File: config.mk
export PLATFORM = sky130hd
export DESIGN_NAME = spi_arbiter
export DESIGN_NICKNAME = d
export VERILOG_FILES = /design/src/rtl/spi_pkg.sv /design/src/rtl/spi_arbiter_rr_picker.sv /design/src/rtl/spi_arbiter.sv
export SDC_FILE = /design/constraint.sdc
export NUM_CORES = 1
export LEC_CHECK = 0
export CAP_MARGIN = 30
export CORE_MARGIN = 5
export CORE_UTILIZATION = 43
export CTS_CLUSTER_DIAMETER = 80
export DETAILED_ROUTE_END_ITERATION = 12
export PLACE_DENSITY_LB_ADDON = 0.08
export SLEW_MARGIN = 20
export SYNTH_ARGS = -nofsm -noshare
export SYNTH_HDL_FRONTEND = slang
export SYNTH_HIERARCHICAL = 1
export SYNTH_SLANG_ARGS = --single-unit
export TNS_END_PERCENT = 5
File: constraint.sdc
create_clock -name clk -period 8.73 [get_ports clk]
set_clock_uncertainty 0.2 [all_clocks]
set_input_delay 1.746 -clock clk [delete_from_list [all_inputs] [get_ports clk]]
set_output_delay 1.746 -clock clk [all_outputs]
set_load 0.02 [all_outputs]
File: src/rtl/spi_pkg.sv
// Shared definitions for the SPI request arbiter: FSM state encoding,
// command width and the ADXL command constants used by requesters.
package spi_pkg;

  localparam int CMD_W = 24;

  // ADXL command words
  localparam logic [CMD_W-1:0] ADXL_SOFT_RESET = 24'h0A1F52;
  localparam logic [7:0]       ADXL_READ       = 8'h0B;
  localparam logic [7:0]       ADXL_WRITE      = 8'h0A;

  typedef enum logic [1:0] {
    ST_IDLE     = 2'd0,
    ST_ISSUE    = 2'd1,
    ST_DONE     = 2'd2,
    ST_GAP_WAIT = 2'd3
  } state_t;

  // Wrap a rotated requester index back into 0..n-1 (i is at most 2n-1).
  function automatic int wrap_idx(input int i, input int n);
    return (i >= n) ? (i - n) : i;
  endfunction

endpackage

File: src/rtl/spi_arbiter_rr_picker.sv
// rr_picker: purely combinational round-robin selection. The search starts
// at the index after last_grant and wraps at NUM_REQ-1 back to 0.
module rr_picker
  import spi_pkg::*;
#(
  parameter int NUM_REQ = 4,
  parameter int IW      = $clog2(NUM_REQ)
) (
  input  logic [NUM_REQ-1:0] req,
  input  logic [IW-1:0]      last_grant,
  output logic [NUM_REQ-1:0] win_onehot,
  output logic [IW-1:0]      win_idx,
  output logic               win_valid
);

  // First requesting index after last_grant, in rotating order
  always_comb begin
    win_onehot = '0;
    win_idx    = '0;
    win_valid  = 1'b0;
    for (int k = 1; k <= NUM_REQ; k++) begin
      if (!win_valid && req[wrap_idx(int'(last_grant) + k, NUM_REQ)]) begin
        win_valid = 1'b1;
        win_idx   = IW'(wrap_idx(int'(last_grant) + k, NUM_REQ));
        win_onehot[wrap_idx(int'(last_grant) + k, NUM_REQ)] = 1'b1;
      end
    end
  end

endmodule

File: src/rtl/spi_arbiter.sv
// spi_arbiter: shares one SPI engine between NUM_REQ requesters.
// Flow: IDLE (pick winner) -> ISSUE (start engine, wait ready) -> DONE
// (release grant) -> GAP_WAIT (GAP forced idle cycles) -> IDLE.
// Optional watchdog on ISSUE enabled by macro SPI_ARBITER_TIMEOUT_EN.
//
// Handshake: spi_start is a level held with a constant spi_cmd from the
// grant until spi_ready is sampled high in ISSUE; that single sample
// completes the transaction (done pulse, rsp_data capture). spi_ready
// outside ISSUE carries no meaning and is ignored.
module spi_arbiter
  import spi_pkg::*;
#(
  parameter int NUM_REQ        = 4,
  parameter int GAP            = 2,
  parameter int TIMEOUT_CYCLES = 100000
) (
  input  logic                     clk,
  input  logic                     reset,
  input  logic [NUM_REQ-1:0]       req,
  input  logic [CMD_W*NUM_REQ-1:0] cmd,
  output logic [NUM_REQ-1:0]       gnt,
  output logic [NUM_REQ-1:0]       done,
  output logic [CMD_W-1:0]         rsp_data,
  output logic                     busy,
  output logic                     err,
  output logic                     spi_start,
  output logic [CMD_W-1:0]         spi_cmd,
  input  logic                     spi_ready,
  input  logic [CMD_W-1:0]         spi_data,
  output state_t                   dbg_state
);

  localparam int IW = $clog2(NUM_REQ);

  state_t             state, state_next;
  logic [IW-1:0]      last_grant, win_idx;
  logic [NUM_REQ-1:0] pick_onehot;
  logic [IW-1:0]      pick_idx;
  logic               pick_valid;
  logic [3:0]         gap_cnt;
  logic               timeout_evt;
  logic               grant_load, capture, finish, record_last;

  rr_picker #(.NUM_REQ(NUM_REQ), .IW(IW)) u_picker (
    .req        (req),
    .last_grant (last_grant),
    .win_onehot (pick_onehot),
    .win_idx    (pick_idx),
    .win_valid  (pick_valid)
  );

`ifdef SPI_ARBITER_TIMEOUT_EN
  localparam int WDW = $clog2(TIMEOUT_CYCLES + 1);
  logic [WDW-1:0] wd_cnt;

  // Watchdog: counts ISSUE cycles, cleared whenever the FSM is elsewhere
  always_ff @(posedge clk) begin
    if (reset || state != ST_ISSUE) wd_cnt <= '0;
    else                            wd_cnt <= wd_cnt + 1'b1;
  end

  assign timeout_evt = (state == ST_ISSUE) && !spi_ready &&
                       (wd_cnt == WDW'(TIMEOUT_CYCLES - 1));
`else
  // No watchdog: constant 0 for every legal TIMEOUT_CYCLES value
  assign timeout_evt = (TIMEOUT_CYCLES < 0);
`endif

  // State register
  always_ff @(posedge clk) begin
    if (reset) state <= ST_IDLE;
    else       state <= state_next;
  end

  // Next-state logic
  always_comb begin
    state_next = state;
    case (state)
      ST_IDLE:     if (pick_valid) state_next = ST_ISSUE;
      ST_ISSUE:    if (spi_ready || timeout_evt) state_next = ST_DONE;
      ST_DONE:     state_next = ST_GAP_WAIT;
      ST_GAP_WAIT: if (gap_cnt == 4'(GAP - 1)) state_next = ST_IDLE;
      default:     state_next = ST_IDLE;
    endcase
  end

  // Output decode: which registered outputs update this cycle
  always_comb begin
    grant_load  = (state == ST_IDLE) && pick_valid;
    capture     = (state == ST_ISSUE) && spi_ready;
    finish      = (state == ST_ISSUE) && (spi_ready || timeout_evt);
    record_last = (state == ST_DONE);
  end

  // Gap counter: starts at 0 on entry to GAP_WAIT, counts each cycle there
  always_ff @(posedge clk) begin
    if (reset || state != ST_GAP_WAIT) gap_cnt <= '0;
    else                               gap_cnt <= gap_cnt + 1'b1;
  end

  // Registered outputs and grant bookkeeping
  always_ff @(posedge clk) begin
    if (reset) begin
      gnt        <= '0;
      done       <= '0;
      rsp_data   <= '0;
      busy       <= 1'b0;
      err        <= 1'b0;
      spi_start  <= 1'b0;
      spi_cmd    <= '0;
      win_idx    <= '0;
      last_grant <= IW'(NUM_REQ - 1);
    end else begin
      done <= '0;
      err  <= timeout_evt;
      busy <= (state_next != ST_IDLE);
      if (grant_load) begin
        gnt       <= pick_onehot;
        spi_start <= 1'b1;
        spi_cmd   <= cmd[int'(pick_idx)*CMD_W +: CMD_W];
        win_idx   <= pick_idx;
      end
      if (finish) begin
        done      <= gnt;
        gnt       <= '0;
        spi_start <= 1'b0;
      end
      if (capture)     rsp_data   <= spi_data;
      if (record_last) last_grant <= win_idx;
    end
  end

  assign dbg_state = state;

endmodule

* Word level (Yosys, flattened, before mapping)
Index checks and enable logic that the tools add are counted.
** Word-level totals
- Flip-flop bits (word level) :: 68
- Input bits :: 127
- Output and inout port bits :: 61
- Logic and storage cells :: 99
** Cells by class
- $add $sub $neg :: 9
- Multipliers :: 1
- $lt $le $gt $ge :: 12
- Eq/ne operators :: 5
- Shifts and indexed selects :: 1
- Mux-type cells :: 40
- Bitwise logic cells :: 4
- Reduce and logical (&&, ||, !) cells :: 17
** Operators with widths (count)
- $ge 32x1->1 const B :: 4
- $lt 32x4->1 const B :: 4
- $mux 32 :: 4
- $ge 32x4->1 const B :: 3
- $shiftx 96x8->24 :: 1
- $sub 32x4->32 const B :: 3
- $mux 1 :: 16
- $mux 4 :: 4
- $mux 2 :: 7
- $or 4x4->4 :: 3
- $logic_and 1x1->1 :: 9
- $bmux 1 s2 :: 4
- $demux 1 s2 :: 4
- $pmux 2 s4 :: 1
- $add 2x2->3 const B :: 2
- $add 2x3->4 const B :: 1
- $add 4x1->4 const B :: 1
- $eq 2x2->1 const B :: 2
- $eq 4x1->1 const B :: 1
- $mul 2x2->4 const B :: 1
- $reduce_or 2->1 :: 2
- $sub 3x3->4 const B :: 1
- $add 2x1->3 const B :: 1
- $ge 3x3->1 const B :: 1
- other kinds (7) :: 9

* Depth between registers and ports, before layout
Gate-level depths: netlist of the first run.
- Depth in word-level cells :: 19
- Mapped depth :: 14
- Mapped depth without buffers :: 8

* By module
Netlist of the first run, hierarchy kept.
** Modules (own cells, without submodules)
- spi_arbiter :: times used 1, cells an instance 209, area an instance 2867.8 sq um, seq. area each 1361.3 sq um
- rr_picker :: times used 1, cells an instance 80, area an instance 636.9 sq um, seq. area each 0.0 sq um

* Worst setup path before layout of the first run
No wires, ideal clock.
- Path kind :: input to register
- From :: input req[0]
- To :: register spi_cmd[10]
- Setup time :: 0.117 ns
- Arrival time :: 4.163 ns
- Slack :: 4.250 ns
- Stages :: 9
- Buffers on the path :: 3
- Path through :: clkbuf_2 > mux4_2 > or2_1 > or4_1 > and3_1 > clkbuf_1 > buf_2 > mux4_2 > a22o_2
** On the way
- Cells in the longest elaborated chain, start to end :: 15
** Ends and longest elaborated chain
- start: declaration :: RTL line spi_arbiter.sv:19 : input logic [NUM_REQ-1:0] req,
- $bmux 1 s2 :: RTL line spi_arbiter_rr_picker.sv:22 : if (!win_valid && req[wrap_idx(int'(last_grant) + k, NUM_REQ)]) begin
- $mux 1 (not written as such) (2 in a row) :: RTL line spi_arbiter_rr_picker.sv:22
- $mux 1 :: RTL line spi_arbiter_rr_picker.sv:22
- $logic_not 1->1 :: RTL line spi_arbiter_rr_picker.sv:22
- $logic_and 1x1->1 :: RTL line spi_arbiter_rr_picker.sv:22
- $mux 1 :: RTL line spi_arbiter_rr_picker.sv:22
- $logic_not 1->1 :: RTL line spi_arbiter_rr_picker.sv:22
- $logic_and 1x1->1 :: RTL line spi_arbiter_rr_picker.sv:22
- $mux 1 :: RTL line spi_arbiter_rr_picker.sv:22
- $logic_not 1->1 :: RTL line spi_arbiter_rr_picker.sv:22
- $logic_and 1x1->1 :: RTL line spi_arbiter_rr_picker.sv:22
- $mux 2 * :: RTL line spi_arbiter_rr_picker.sv:22
- net pick_idx[1] :: RTL line spi_arbiter.sv:38 : logic [IW-1:0] pick_idx;
- $mul 2x2->4 * :: RTL line spi_arbiter.sv:120 : spi_cmd <= cmd[int'(pick_idx)*CMD_W +: CMD_W];
- $shiftx 96x8->24 * :: RTL line spi_arbiter.sv:120
- end signal: assignment :: RTL line spi_arbiter.sv:120
- end: declaration :: RTL line spi_arbiter.sv:27 : output logic [CMD_W-1:0] spi_cmd,
The timed path passes the listed nets; every way through them passes the cells marked *. The select of a mux whose other input is x is not followed.
A chain may end at the register's enable or synchronous reset.

* Final worst setup path of the first run
- From :: input req[3]
- To :: register spi_cmd[22]
The elaborated chain is that of the path after synthesis.

==> qor.csv, run 1 <==
stage,metric,value,unit
final_layout,final_cells,573,
global_routing,grtUsageTotal,20.2,%
floorplan,ios,188,
final_layout,layout-drive-gt1-share,16.0,%
routing,dr.pass1.iters,4,
global_routing,grt_pass1_wl,15.9,mm
floorplan,start_util,43.3,%
critical_path,cp-start-kind,input port,
worst_hold_path,holdPathStages,1,
timing,setup_tns,0,ns
placed_design,dp.final_hpwl,8.04,mm
synth,synth_cell_types,47,
clock_tree,cts.htree.levels,3,
global_routing,grt_max_degree,26,
final_layout,utilization,68.8,%
critical_path,path_class,input port to flip-flop,
clock_tree,clk_pin_slew,0.08,ns
power,vdd_drop_max,0.0000870,V
final_layout,layout.nets,601,
routing,drt-total-wl,10.4,mm
worst_hold_path,hp-class,flip-flop to flip-flop,
timing,clock.fmax,211,MHz
final_layout,register_area,1360,sq um
routing,drt_iter0_drc,89,
synth,synth_area,3500,sq um
timing,finalSetupViolations,0,
critical_path,cp.required,8.76,ns
run,cap_viol_max_count,0,
synth,synthArstFlopShare,0,%
routing,ant_nets,0,
power,cellLeakagePower,0.00212,uW
floorplan,rows,33,
final_layout,filler_cell_count,669,
final_layout,multiInputGateArea,1940,sq um
routing,drc,0,
worst_hold_path,hp-start,gap_cnt[0],
floorplan,coreArea,8090,sq um
timing,hold_viol,0,
power,powerDensity,173,nW/um^2
synth,synth.avg_cell_area,12.1,sq um
final_layout,areaGrowthSynthToFinish,58.9,%
critical_path,reg2reg_depth,8,
critical_path,crit_path_start,req[3],
routing,num_vias,3039,
timing,period_share,54.4,%
clock_tree,cts.repair.resized,0,
clock_tree,hold_buffers,0,
routing,viasPerCell,5.30,
timing,worst_slew_pin_slew,0.805,ns
synth,syn-instance-count,289,
timing,period_needed,4.75,ns
clock_tree,cts_setup_buffers,0,
clock_tree,cts_buffer_depth,2,
synth,synthFlopType,dfxtp_1,
final_layout,n_antenna_cell,0,
synth,ys_seq_area_share,38.8,%
synth,ys_ff_latch,68,
global_routing,overflow,0,
run_status,status,completed,
floorplan,die_area,10100,sq um
timing,drv_slew,0,
floorplan,die_height,100,microns
critical_path,rr_startpoint,last_grant[1],
critical_path,crit_fanout,25,
synth,synth_edf_count,0,
final_layout,final_area,5570,sq um
global_routing,grt_pass1_vias,3052,
clock_tree,cts_made_buffers,9,
placed_design,place_area,5350,sq um
placed_design,portBuffers,186,
floorplan,chipWidth,100,microns
placed_design,gp_congestion,0.828,
timing,rsz0062_at_grt,no,
clock_tree,clock_latency,0.33,ns
clock_tree,cts_tree,built,
synth,yosysWarnings,6,
critical_path,crit_path_end_kind,flip-flop,
critical_path,crit_arrival,4.77,ns
clock_tree,clock_sinks,68,
timing,max_slew_margin,46.1,%
routing,wl_per_cell,18.2,microns
clock_tree,cts_root_buffer,clkbuf_8,
placed_design,dp.cells,557,
global_routing,antenna_found_initial,0,
synth,syn_nets,426,
-- stage by stage --
step	hold slack, ns	power [uW]	worst slack, ns
after floorplan	0.233	564	4.25
after global placement	0.249	687	3.46
after detailed placement	0.262	695	3.63
after CTS	0.278	969	3.99
after global routing	0.297	1010	3.74
final	0.272	961	3.98
-- where the power goes --
| part | leakage (uW) | internal, uW | switching [uW] |
|---|---|---|---|
| combinational | 0.00147 | 190 | 137 |
| clock | 0.000102 | 158 | 115 |
| sequential | 0.000557 | 341 | 19.8 |
-- cell type report --
class | count | area share (%)
repair buffers | 191 | 34.4
multi-input cells | 190 | 34.9
well taps | 105 | 2.36
flip-flops and latches | 68 | 24.4
clock buffers | 10 | 2.29
clock inverters | 5 | 1.39
inverters | 4 | 0.270
-- critical path: stages --
cell and delay (ns):
clkdlybuf4s50_1 0.59, mux4_2 0.61, or2_1 0.29, or4_1 0.49, and3_2 0.43, mux4_2 0.36
a22o_1 0.25
-- synthesized netlist by cell type (all sizes together) (6+ instances only) --
cell type,number,area share (%)
mux4,28,18
clkbuf,7,0.82
nor2,17,2.0
nor2b,6,1.3
ha,10,3.6
dfxtp,68,39
o22ai,10,1.8
buf,20,4.9
nand2b,9,1.6
a22o,48,13
mux2i,13,3.7
-- sequential cells by signal, indices dropped and copies added (netlist names) --
signal      flops
dbg_state       2
spi_cmd        24
gap_cnt         4
rsp_data       24
win_idx         2
last_grant      2
done            4
busy            1
spi_start       1
gnt             4
-- cells in the final DEF (no fill, tap or decap), drive strengths merged, types with 3 or more instances in the layout --
master and n:
clkdlybuf4s50 186, dfxtp 68, a22o 48, mux4 28, nor2 17, mux2i 13, ha 10, clkbuf 10
o22ai 10, nand2b 9, nor2b 6, a211oi 5, and2 5, buf 5, inv 4, nand2 4
o2bb2ai 4, nor3b 4, nand3b 3
-- per-layer routing --
metal  track usage, %  vias to the layer above  share of wire, %
met5                0                        -                 0
met4             8.50                        0               2.1
met3             4.03                       18               5.4
met2             35.6                      100                52
met1             23.8                     1457                40
li1                 -                     1464                 -
-- path summary, 6_finish.rpt --
| path | end | slack (ns) |
|---|---|---|
| max | spi_cmd[22] | 3.98 |
| min | gap_cnt[0] | 0.27 |
| max reg2reg | spi_cmd[22] | 4.46 |
| min reg2reg | gap_cnt[0] | 0.27 |
-- cell families after synthesis --
group / after synthesis / share of synthesized area, %
buf+inv: 31 / 6.14
xor+xnor: 2 / 0.500
simple gates: 57 / 9.85
compound gates: 77 / 18.6
fa+ha+maj: 10 / 3.57
mux: 43 / 22.3
flops: 68 / 38.8
other cells: 1 / 0.107
(Power assumes the default switching activity.)
==> inputs of run 2 (changes only) <==
--- a/config.mk
+++ b/config.mk
@@ -7,7 +7,7 @@
 export LEC_CHECK = 0
 export CAP_MARGIN = 30
 export CORE_MARGIN = 5
-export CORE_UTILIZATION = 43
+export CORE_UTILIZATION = 40
 export CTS_CLUSTER_DIAMETER = 80
 export DETAILED_ROUTE_END_ITERATION = 12
 export PLACE_DENSITY_LB_ADDON = 0.08
==> constraint.sdc (replaced) <==
create_clock -name clk -period 4.6 [get_ports clk]
set_clock_uncertainty 0.2 [all_clocks]
set_input_delay 0.92 -clock clk [delete_from_list [all_inputs] [get_ports clk]]
set_output_delay 0.92 -clock clk [all_outputs]
set_load 0.02 [all_outputs]
==> run 2 against run 1 <==
Combinational power is 94% higher. Worst hold slack got worse by 0.0017 ns. Sequential power rose by 89%. Global-route usage shrank 1.5 points. Cell area rose by 0.92%. Largest cell class is now buffers. Clock-buffer cell count down 1. Setup slack got worse by 3.3 ns.
==> qor.csv, run 2 (synthesis gave the netlist of run 1 again) <==
stage,metric,value,unit,change
run,cap_viol_max_count,0,,unchanged
clock_tree,cts_tree,built,,
clock_tree,clock_latency,0.33,ns,about the same
final_layout,layout-drive-gt1-share,16.9,%,+0.89 points
timing,period_share,84.4,%,
timing,finalSetupViolations,0,,unchanged
routing,num_vias,3054,,+0.49%
timing,max_slew_margin,57.9,%,+12 points
clock_tree,cts_made_buffers,9,,unchanged
global_routing,gr-usage-met1,21.1,%,-2.7 points
timing,worst_hold_slack,0.271,ns,-0.00165 ns
floorplan,die_height,104,microns,+3.3%
global_routing,grt_util_met2,32.4,%,-3.2 points
critical_path,crit_end,spi_cmd[22],,
final_layout,reg_top3,"rsp_data x24, spi_cmd x24",,
clock_tree,cts.htree.levels,3,,unchanged
routing,viasPerCell,5.26,,-0.89%
placed_design,dp.final_hpwl,8.03,mm,-0.22%
timing,period_needed,3.88,ns,
timing,drv_slew,0,,unchanged
timing,rsz0062_at_grt,no,,
clock_tree,cts_setup_buffers,0,,unchanged
routing,dr.pass1.iters,4,,unchanged
global_routing,grtUsageMet3,4.73,%,+0.70 points
final_layout,multiInputGateArea,1940,sq um,about the same
timing,clock.fmax,258,MHz,
critical_path,rr_startpoint,last_grant[0],,
critical_path,cp-start-kind,input port,,
floorplan,die_area,10700,sq um,+6.7%
global_routing,grtUsageTotal,18.7,%,-1.5 points
critical_path,r2r_slack,0.91,ns,-3.55 ns
critical_path,crit_arrival,3.91,ns,-0.86 ns
floorplan,start_util,40.6,%,-2.7 points
routing,drc,0,,unchanged
power,powerDensity,331,nW/um^2,+92%
timing,setup_tns,0,ns,unchanged
critical_path,reg2reg_depth,9,,+1
placed_design,gp_congestion,0.804,,-3.0%
clock_tree,cts_buffer_depth,2,,unchanged
clock_tree,clk_pin_slew,0.08,ns,about the same
global_routing,busiest_layer,met2,,
final_layout,final_area,5620,sq um,+0.92%
timing,worst_slew_pin_slew,0.630,ns,-0.175 ns
power,vdd_drop_max,0.000208,V,+140%
final_layout,utilization,65.1,%,-3.7 points
timing,setup_slack,0.719,ns,-3.26 ns
critical_path,path_class,input port to flip-flop,,
run_status,status,completed,,
routing,drt_iter0_drc,98,,+10%
timing,hold_viol,0,,unchanged
final_layout,n_antenna_cell,0,,unchanged
clock_tree,cts.repair.resized,0,,unchanged
global_routing,overflow,0,,unchanged
critical_path,crit_path_end_kind,flip-flop,,
final_layout,areaGrowthSynthToFinish,60.4,%,
worst_hold_path,hp-class,flip-flop to flip-flop,,
routing,wl_per_cell,18.0,microns,-0.71%
critical_path,crit_fanout,25,,unchanged
floorplan,rows,34,,+3.0%
critical_path,cp.required,4.63,ns,-4.13 ns
floorplan,ios,188,,unchanged
routing,drt-total-wl,10.5,mm,+0.67%
critical_path,crit_path_start,req[3],,
critical_path,worstReg2RegEnd,spi_cmd[22],,
final_layout,filler_cell_count,696,,+4.0%
placed_design,place_ws,0.366,ns,-3.27 ns
final_layout,layout_common_cells,"186 x clkdlybuf4s50_1, 68 x dfxtp_1, 30 x a22o_1",,
global_routing,grt_pass1_wl,16.4,mm,+2.9%
final_layout,register_area,1360,sq um,unchanged
clock_tree,cts_root_buffer,clkbuf_8,,
clock_tree,clock_sinks,68,,unchanged
final_layout,layout.nets,605,,+0.67%
clock_tree,hold_buffers,0,,unchanged
final_layout,final_common_cell,clkdlybuf4s50_1,,
global_routing,grt_pass1_vias,3176,,+4.1%
global_routing,grt_max_degree,26,,unchanged
routing,ant_nets,0,,unchanged
placed_design,portBuffers,186,,unchanged
power,cellLeakagePower,0.00215,uW,+1.3%
floorplan,coreArea,8640,sq um,+6.7%
placed_design,place_area,5400,sq um,+0.91%
floorplan,chipWidth,104,microns,+3.3%
global_routing,antenna_found_initial,0,,unchanged
==> run 2: cell count changes in the layout (fill, tap and decap cells not counted), sizes merged <==
cell | before | now
buf | 5 | 9
clkbuf | 10 | 9
clkinv | 2 | 3
inv | 4 | 5
==> run 2: per-stage QoR <==
step           cells  total power [uW]
5_1_grt          581              1950
2_1_floorplan    289              1070
6_report         581              1860
3_5_place_dp     565              1330
4_1_cts          581              1890
3_3_place_gp     564              1320
==> run 2: routing by layer <==
layer	routed length (microns)	share of wire, %
met1	3970	38
met3	646	6.2
met4	387	3.7
met2	5460	52
met5	0	0
==> run 2: area by class of cell <==
type | instances | area share (%)
clock buffers | 9 | 2.20
clock inverters | 7 | 1.76
inverters | 4 | 0.267
multi-input cells | 190 | 34.5
flip-flops and latches | 68 | 24.2
well taps | 108 | 2.40
repair buffers | 195 | 34.6
==> run 2: how the worst min path moves through the flow <==
stage                     depth (start not counted)  slack (ns)        from         end
after floorplan                                   1        0.23  gap_cnt[0]  gap_cnt[0]
after global placement                            1        0.25  gap_cnt[0]  gap_cnt[0]
after detailed placement                          1        0.26  gap_cnt[0]  gap_cnt[0]
after CTS                                         1        0.28  gap_cnt[0]  gap_cnt[0]
after global routing                              1        0.29  gap_cnt[0]  gap_cnt[0]
final                                             1        0.27  gap_cnt[0]  gap_cnt[0]
==> run 2: worst max-delay path: stages <==
cell             delay (ns)
clkdlybuf4s50_1        0.60
mux4_2                 0.62
or2_1                  0.28
or4_1                  0.49
and3_1                 0.17
buf_4                  0.24
mux4_2                 0.32
a22o_1                 0.24
==> run 2: where the power goes <==
part | total, uW | internal (uW) | switching [uW]
Clock | 549 | 308 | 241
Sequential | 679 | 646 | 32.7
Combinational | 635 | 368 | 267
Total | 1860 | 1320 | 540
